File: src/rtl/ram_arbiter.sv
// Shares one single-port BRAM between a read-only fetch port and a read/write data port.
// Read data returns 1 cycle after accept; losers see ready=0 and hold; an optional zero-fill runs after reset.
module ram_arbiter #(
  parameter int ADDR_WIDTH     = 15,
  parameter int DATA_WIDTH     = 8,
  parameter int STARVE_LIMIT   = 3,
  parameter int CLEAR_ON_RESET = 1,
  parameter int CLEAR_DEPTH    = 32768
) (
  input  logic                  clk,
  input  logic                  reset,
  output logic                  init_done,
  input  logic                  if_req,
  input  logic [ADDR_WIDTH-1:0] if_addr,
  output logic                  if_ready,
  output logic                  if_rvalid,
  output logic [DATA_WIDTH-1:0] if_rdata,
  input  logic                  d_req,
  input  logic                  d_we,
  input  logic [ADDR_WIDTH-1:0] d_addr,
  input  logic [DATA_WIDTH-1:0] d_wdata,
  output logic                  d_ready,
  output logic                  d_rvalid,
  output logic [DATA_WIDTH-1:0] d_rdata,
  output logic                  ram_en,
  output logic [1:0]            ram_we,
  output logic [ADDR_WIDTH-1:0] ram_addr,
  output logic [DATA_WIDTH-1:0] ram_di,
  input  logic [DATA_WIDTH-1:0] ram_do,
  output logic                  ram_regce,
  output logic                  ram_rst
);

  localparam int SW = $clog2(STARVE_LIMIT + 1);
  localparam logic [SW-1:0]         STARVE_MAX = SW'(STARVE_LIMIT);
  localparam logic [ADDR_WIDTH-1:0] CLR_LAST   = ADDR_WIDTH'(CLEAR_DEPTH - 1);

  typedef enum logic {S_CLEAR, S_RUN} state_t;
  localparam state_t RST_STATE = (CLEAR_ON_RESET != 0) ? S_CLEAR : S_RUN;

  state_t                state, state_nxt;
  logic [ADDR_WIDTH-1:0] clr_cnt, clr_cnt_nxt;
  logic [SW-1:0]         starve_cnt, starve_cnt_nxt;
  logic                  starve;
  logic                  rsp_if, rsp_d;

  assign starve = (starve_cnt >= STARVE_MAX);

  // Outputs are also gated by reset so they drop the moment reset asserts.
  always_comb begin
    state_nxt      = state;
    clr_cnt_nxt    = clr_cnt;
    starve_cnt_nxt = starve_cnt;
    if_ready       = 1'b0;
    d_ready        = 1'b0;
    ram_en         = 1'b0;
    ram_we         = 2'b00;
    ram_addr       = '0;
    ram_di         = d_wdata;
    if (!reset) begin
      case (state)
        S_CLEAR: begin
          ram_en      = 1'b1;
          ram_we      = 2'b11;
          ram_di      = '0;
          ram_addr    = clr_cnt;
          clr_cnt_nxt = clr_cnt + 1'b1;
          if (clr_cnt == CLR_LAST) state_nxt = S_RUN;
        end
        S_RUN: begin
          d_ready  = d_req & ~(if_req & starve);
          if_ready = if_req & ~d_ready;
          if (d_ready) begin
            ram_en   = 1'b1;
            ram_addr = d_addr;
            ram_we   = {2{d_we}};
          end else if (if_ready) begin
            ram_en   = 1'b1;
            ram_addr = if_addr;
          end
          if (if_req && !if_ready) begin
            if (!starve) starve_cnt_nxt = starve_cnt + 1'b1;
          end else begin
            starve_cnt_nxt = '0;
          end
        end
        default: state_nxt = RST_STATE;
      endcase
    end
  end

  always_ff @(posedge clk or posedge reset) begin
    if (reset) begin
      state      <= RST_STATE;
      clr_cnt    <= '0;
      starve_cnt <= '0;
      rsp_if     <= 1'b0;
      rsp_d      <= 1'b0;
    end else begin
      state      <= state_nxt;
      clr_cnt    <= clr_cnt_nxt;
      starve_cnt <= starve_cnt_nxt;
      rsp_if     <= if_req & if_ready;
      rsp_d      <= d_req & d_ready;
    end
  end

  assign init_done = ~reset & (state == S_RUN);
  assign if_rvalid = rsp_if;
  assign d_rvalid  = rsp_d;
  assign if_rdata  = rsp_if ? ram_do : '0;
  assign d_rdata   = rsp_d  ? ram_do : '0;
  assign ram_regce = 1'b0;
  assign ram_rst   = 1'b0;

endmodule

File: config.mk
export PLATFORM = sky130hd
export DESIGN_NAME = ram_arbiter
export DESIGN_NICKNAME = d
export VERILOG_FILES = /design/src/rtl/ram_arbiter.sv
export SDC_FILE = /design/constraint.sdc
export NUM_CORES = 1
export LEC_CHECK = 0
export CAP_MARGIN = 5
export CORE_UTILIZATION = 35
export DETAILED_ROUTE_END_ITERATION = 8
export PLACE_DENSITY = 0.87
export SETUP_SLACK_MARGIN = 0.5
export SYNTH_ARGS = -nofsm -noshare
export SYNTH_HDL_FRONTEND = slang
export SYNTH_SLANG_ARGS = --single-unit
File: constraint.sdc
create_clock -name clk -period 1.9 [get_ports clk]
set_input_delay 0.19 -clock clk [delete_from_list [all_inputs] [get_ports clk]]
set_output_delay 0.19 -clock clk [all_outputs]
set_load 0.005 [all_outputs]
==> key figures <==
Synthesis
  – Count leader, synth: dfrtp_1
  – Number of synthesized flops with an enable pin: 0
  – Share of Yosys cell area claimed by the top area cell type: 35.21%
  – Top_reg_cell synth: dfrtp_1
  – Area leader, netlist: dfrtp_1
  – Number of synthesized register bits: 20
  – Mapped Area: 1421 sq um
  – Async set-or-reset flop fraction in the synthesized netlist: 100.0%
  – Most area-consuming cells after synthesis: dfrtp_1 35%, a221o_1 11%, and2_1 7.9%
  – Mapped Avg Cell Area: 9.053 sq um
  – Ys Warns: 0
  – Synth cell count leaders: 20 x dfrtp_1, 18 x and2_1, 17 x and3_1, 15 x a221o_1, 11 x xor2_1
  – Register area share after synthesis: 35.21%
  – Synth unique cells: 30
  – Syn Inst Count: 157

Cells and area
  – Layout Nets: 367
  – # diodes: 0
  – Fraction of layout cells with a size suffix above 1: 48.24%
  – Layout area overhead: 132.3%
  – Post-Layout Cell Count: 361
  – FILL cells: 157
  – Final Cell Area: 3302 sq um

Setup path
  – CP Launch Type: register
  – Worst reg-to-reg setup slack: 0.02 ns
  – Setup Crit Path Kind: reg2out
  – Element type at the critical path end: output port
  – Origin of the critical flop-to-flop path: state
  – Req. time, crit path: 1.71 ns
  – Reg2Reg Depth: 12
  – Critical path arrival: 1.84 ns
  – Reg2reg end: starve_cnt[1]
  – Crit Path Max Fanout: 4

Pwr
  – LEAKAGE: 1.685 nW
  – Max VDD drop: 0.4365 mV
  – Power per cell area: 568.7 nW/um^2
  – Design Power: 1.878 mW

Route
  – M1 WL: 3489 um
  – DR pass1 iterations: 4
  – Total Wirelength: 8974 um
  – Highest metal used: met4
  – Vias per inst: 5.997
  – DR DRC count: 0
  – Met3 Wirelength: 678 um
  – Routed Antenna Nets: 0
  – Vias: 2,165
  – Routed wl met2: 4335 um
  – Avg WL per Cell: 24.86 um
  – Initial drt markers: 256

Clock network
  – Number of buffers created by CTS: 3
  – Worst-path clk slew: 0.09 ns
  – H-tree depth: 1
  – Post-CTS Hold Buffers: 0
  – Maximum root-to-sink buffer count: 2
  – Worst skew pair latency: 0.27 ns
  – CTS tree: done
  – CTS root buf: clkbuf_8
  – Clk sink count: 20

Global route
  – Initial antenna violation count: 0
  – Gr usage total: 34.62%
  – Vias in the first global route: 2,044
  – Largest net degree at the start of global routing: 13
  – Gr ovfl total: 0
  – Global-route wire length before repair: 11,010 um

Timing
  – Final setup violation count: 16
  – Final Max Slew Viols: 0
  – Part of the cycle the worst path needs: 106.9%
  – Post-route clock skew: 0.004451 ns
  – Highest clock rate: 0.4924 GHz
  – RSZ-0062 raised after global routing: yes
  – Final hold slack: 0.3768 ns
  – Period minus WS final: 2.031 ns
  – Setup ws final: -0.1310 ns
  – Fin. Hold Viols: 0

Die
  – IO Count: 100
  – Die footprint: 4320 sq um
  – Core Rows: 22
  – DIE WIDTH: 65.73 um
  – Die span in y: 65.73 um
  – Initial Util: 37.69%
  – Core Region: 3771 sq um

Outcome
  – Result of the run: finished, violations left
  – Failing checks: negative setup slack

Placed design
  – Pre-CTS WS: -0.1770 ns
  – HPWL after DPL: 3746 um
  – RD Place Congestion: 0.8207
  – Placed cell count: 309
  – Area of placed instances: 2591 sq um
  – PortBufs: 97

Worst hold path
  – Class of the worst hold path: in2async

Job
  – Max-cap violation count: 0
## layer usage
metal | track usage [%] | vias up
li1 | - | 890
met1 | 45.09 | 1057
met2 | 55.36 | 164
met3 | 6.597 | 54
met4 | 14.67 | 0
met5 | 0 | -
## worst max-delay path, cell delays in order (launching register included)
cell,delay (ns)
dfrtp_1,0.43
ha_4,0.20
nand2b_4,0.15
and3_4,0.19
buf_6,0.13
a221o_1,0.32
buf_2,0.15
## sequential cells by signal, summed over array words and instances, names as in the netlist
name        flops
clr_cnt        15
state           1
starve_cnt      2
d_rvalid        1
if_rvalid       1
## worst max-delay path by stage
stage | depth (start not counted) | slack, ns | from | endpoint
after detailed placement | 6 | -0.18 | reset | ram_addr[3]
final | 6 | -0.13 | starve_cnt[0] | ram_addr[13]
after CTS | 6 | -0.03 | starve_cnt[0] | ram_addr[14]
after global placement | 6 | -0.15 | reset | ram_addr[10]
after floorplan | 6 | 0.31 | starve_cnt[0] | ram_addr[10]
after global routing | 6 | -0.16 | starve_cnt[0] | ram_addr[14]
## per-stage QoR
step	setup TNS [ns]	utilization, %
after floorplan	0	-
after global placement	-2.757	68.71
after detailed placement	-3.207	68.71
after CTS	-0.1156	81.62
after global routing	-1.771	87.56
final	-1.347	87.56
## final cells by class
cell class                 count  area, sq um  share of cell area, %
clock buffer                   3        41.29                  1.250
clock inverter                 1        30.03                 0.9094
inverter                       3        11.26                 0.3410
multi-input combinational    122         1131                  34.26
sequential                    20        505.5                  15.31
tap                           48        60.06                  1.819
timing repair buffer         164         1523                  46.12
## cells by family after synthesis
kind of cell | count (synthesis) | share of synthesized area (%)
AND/OR/NAND/NOR | 81 | 33.36
AO/OA/AOI/OAI | 21 | 13.38
flip-flops | 20 | 35.21
buffers and inverters | 17 | 6.601
adder cells (fa/ha/maj) | 2 | 1.760
other | 1 | 0.2638
XOR/XNOR | 14 | 8.627
multiplexers | 1 | 0.7922
## repair_timing
item | 4_1_cts | 5_1_grt
setup endpoints to repair | 58 | 62
gates resized for setup | 212 | 54
cloned | 3 | 0
buffers inserted | 33 | 12
pin swaps | 32 | 6
## power breakdown
| part | leakage, nW | internal (mW) | switching, mW | total [mW] |
|---|---|---|---|---|
| Combinational | 1.39 | 0.402 | 0.360 | 0.762 |
| Sequential | 0.257 | 0.502 | 0.163 | 0.665 |
| Clock | 0.0357 | 0.282 | 0.169 | 0.451 |
## cell usage in the layout (no fill, tap or decap), types with 6 or more instances in the layout
master,count
buf_6,49
and2_1,13
clkbuf_2,6
clkdlybuf4s50_1,48
and3_1,15
nand4_1,6
buf_2,26
nand2_1,8
dfrtp_1,16
a221o_1,15
nor4_4,6
nor2b_1,6
buf_4,20
xor2_1,11
clkdlybuf4s15_1,7
Note: power is estimated with default switching activity, not from simulation.
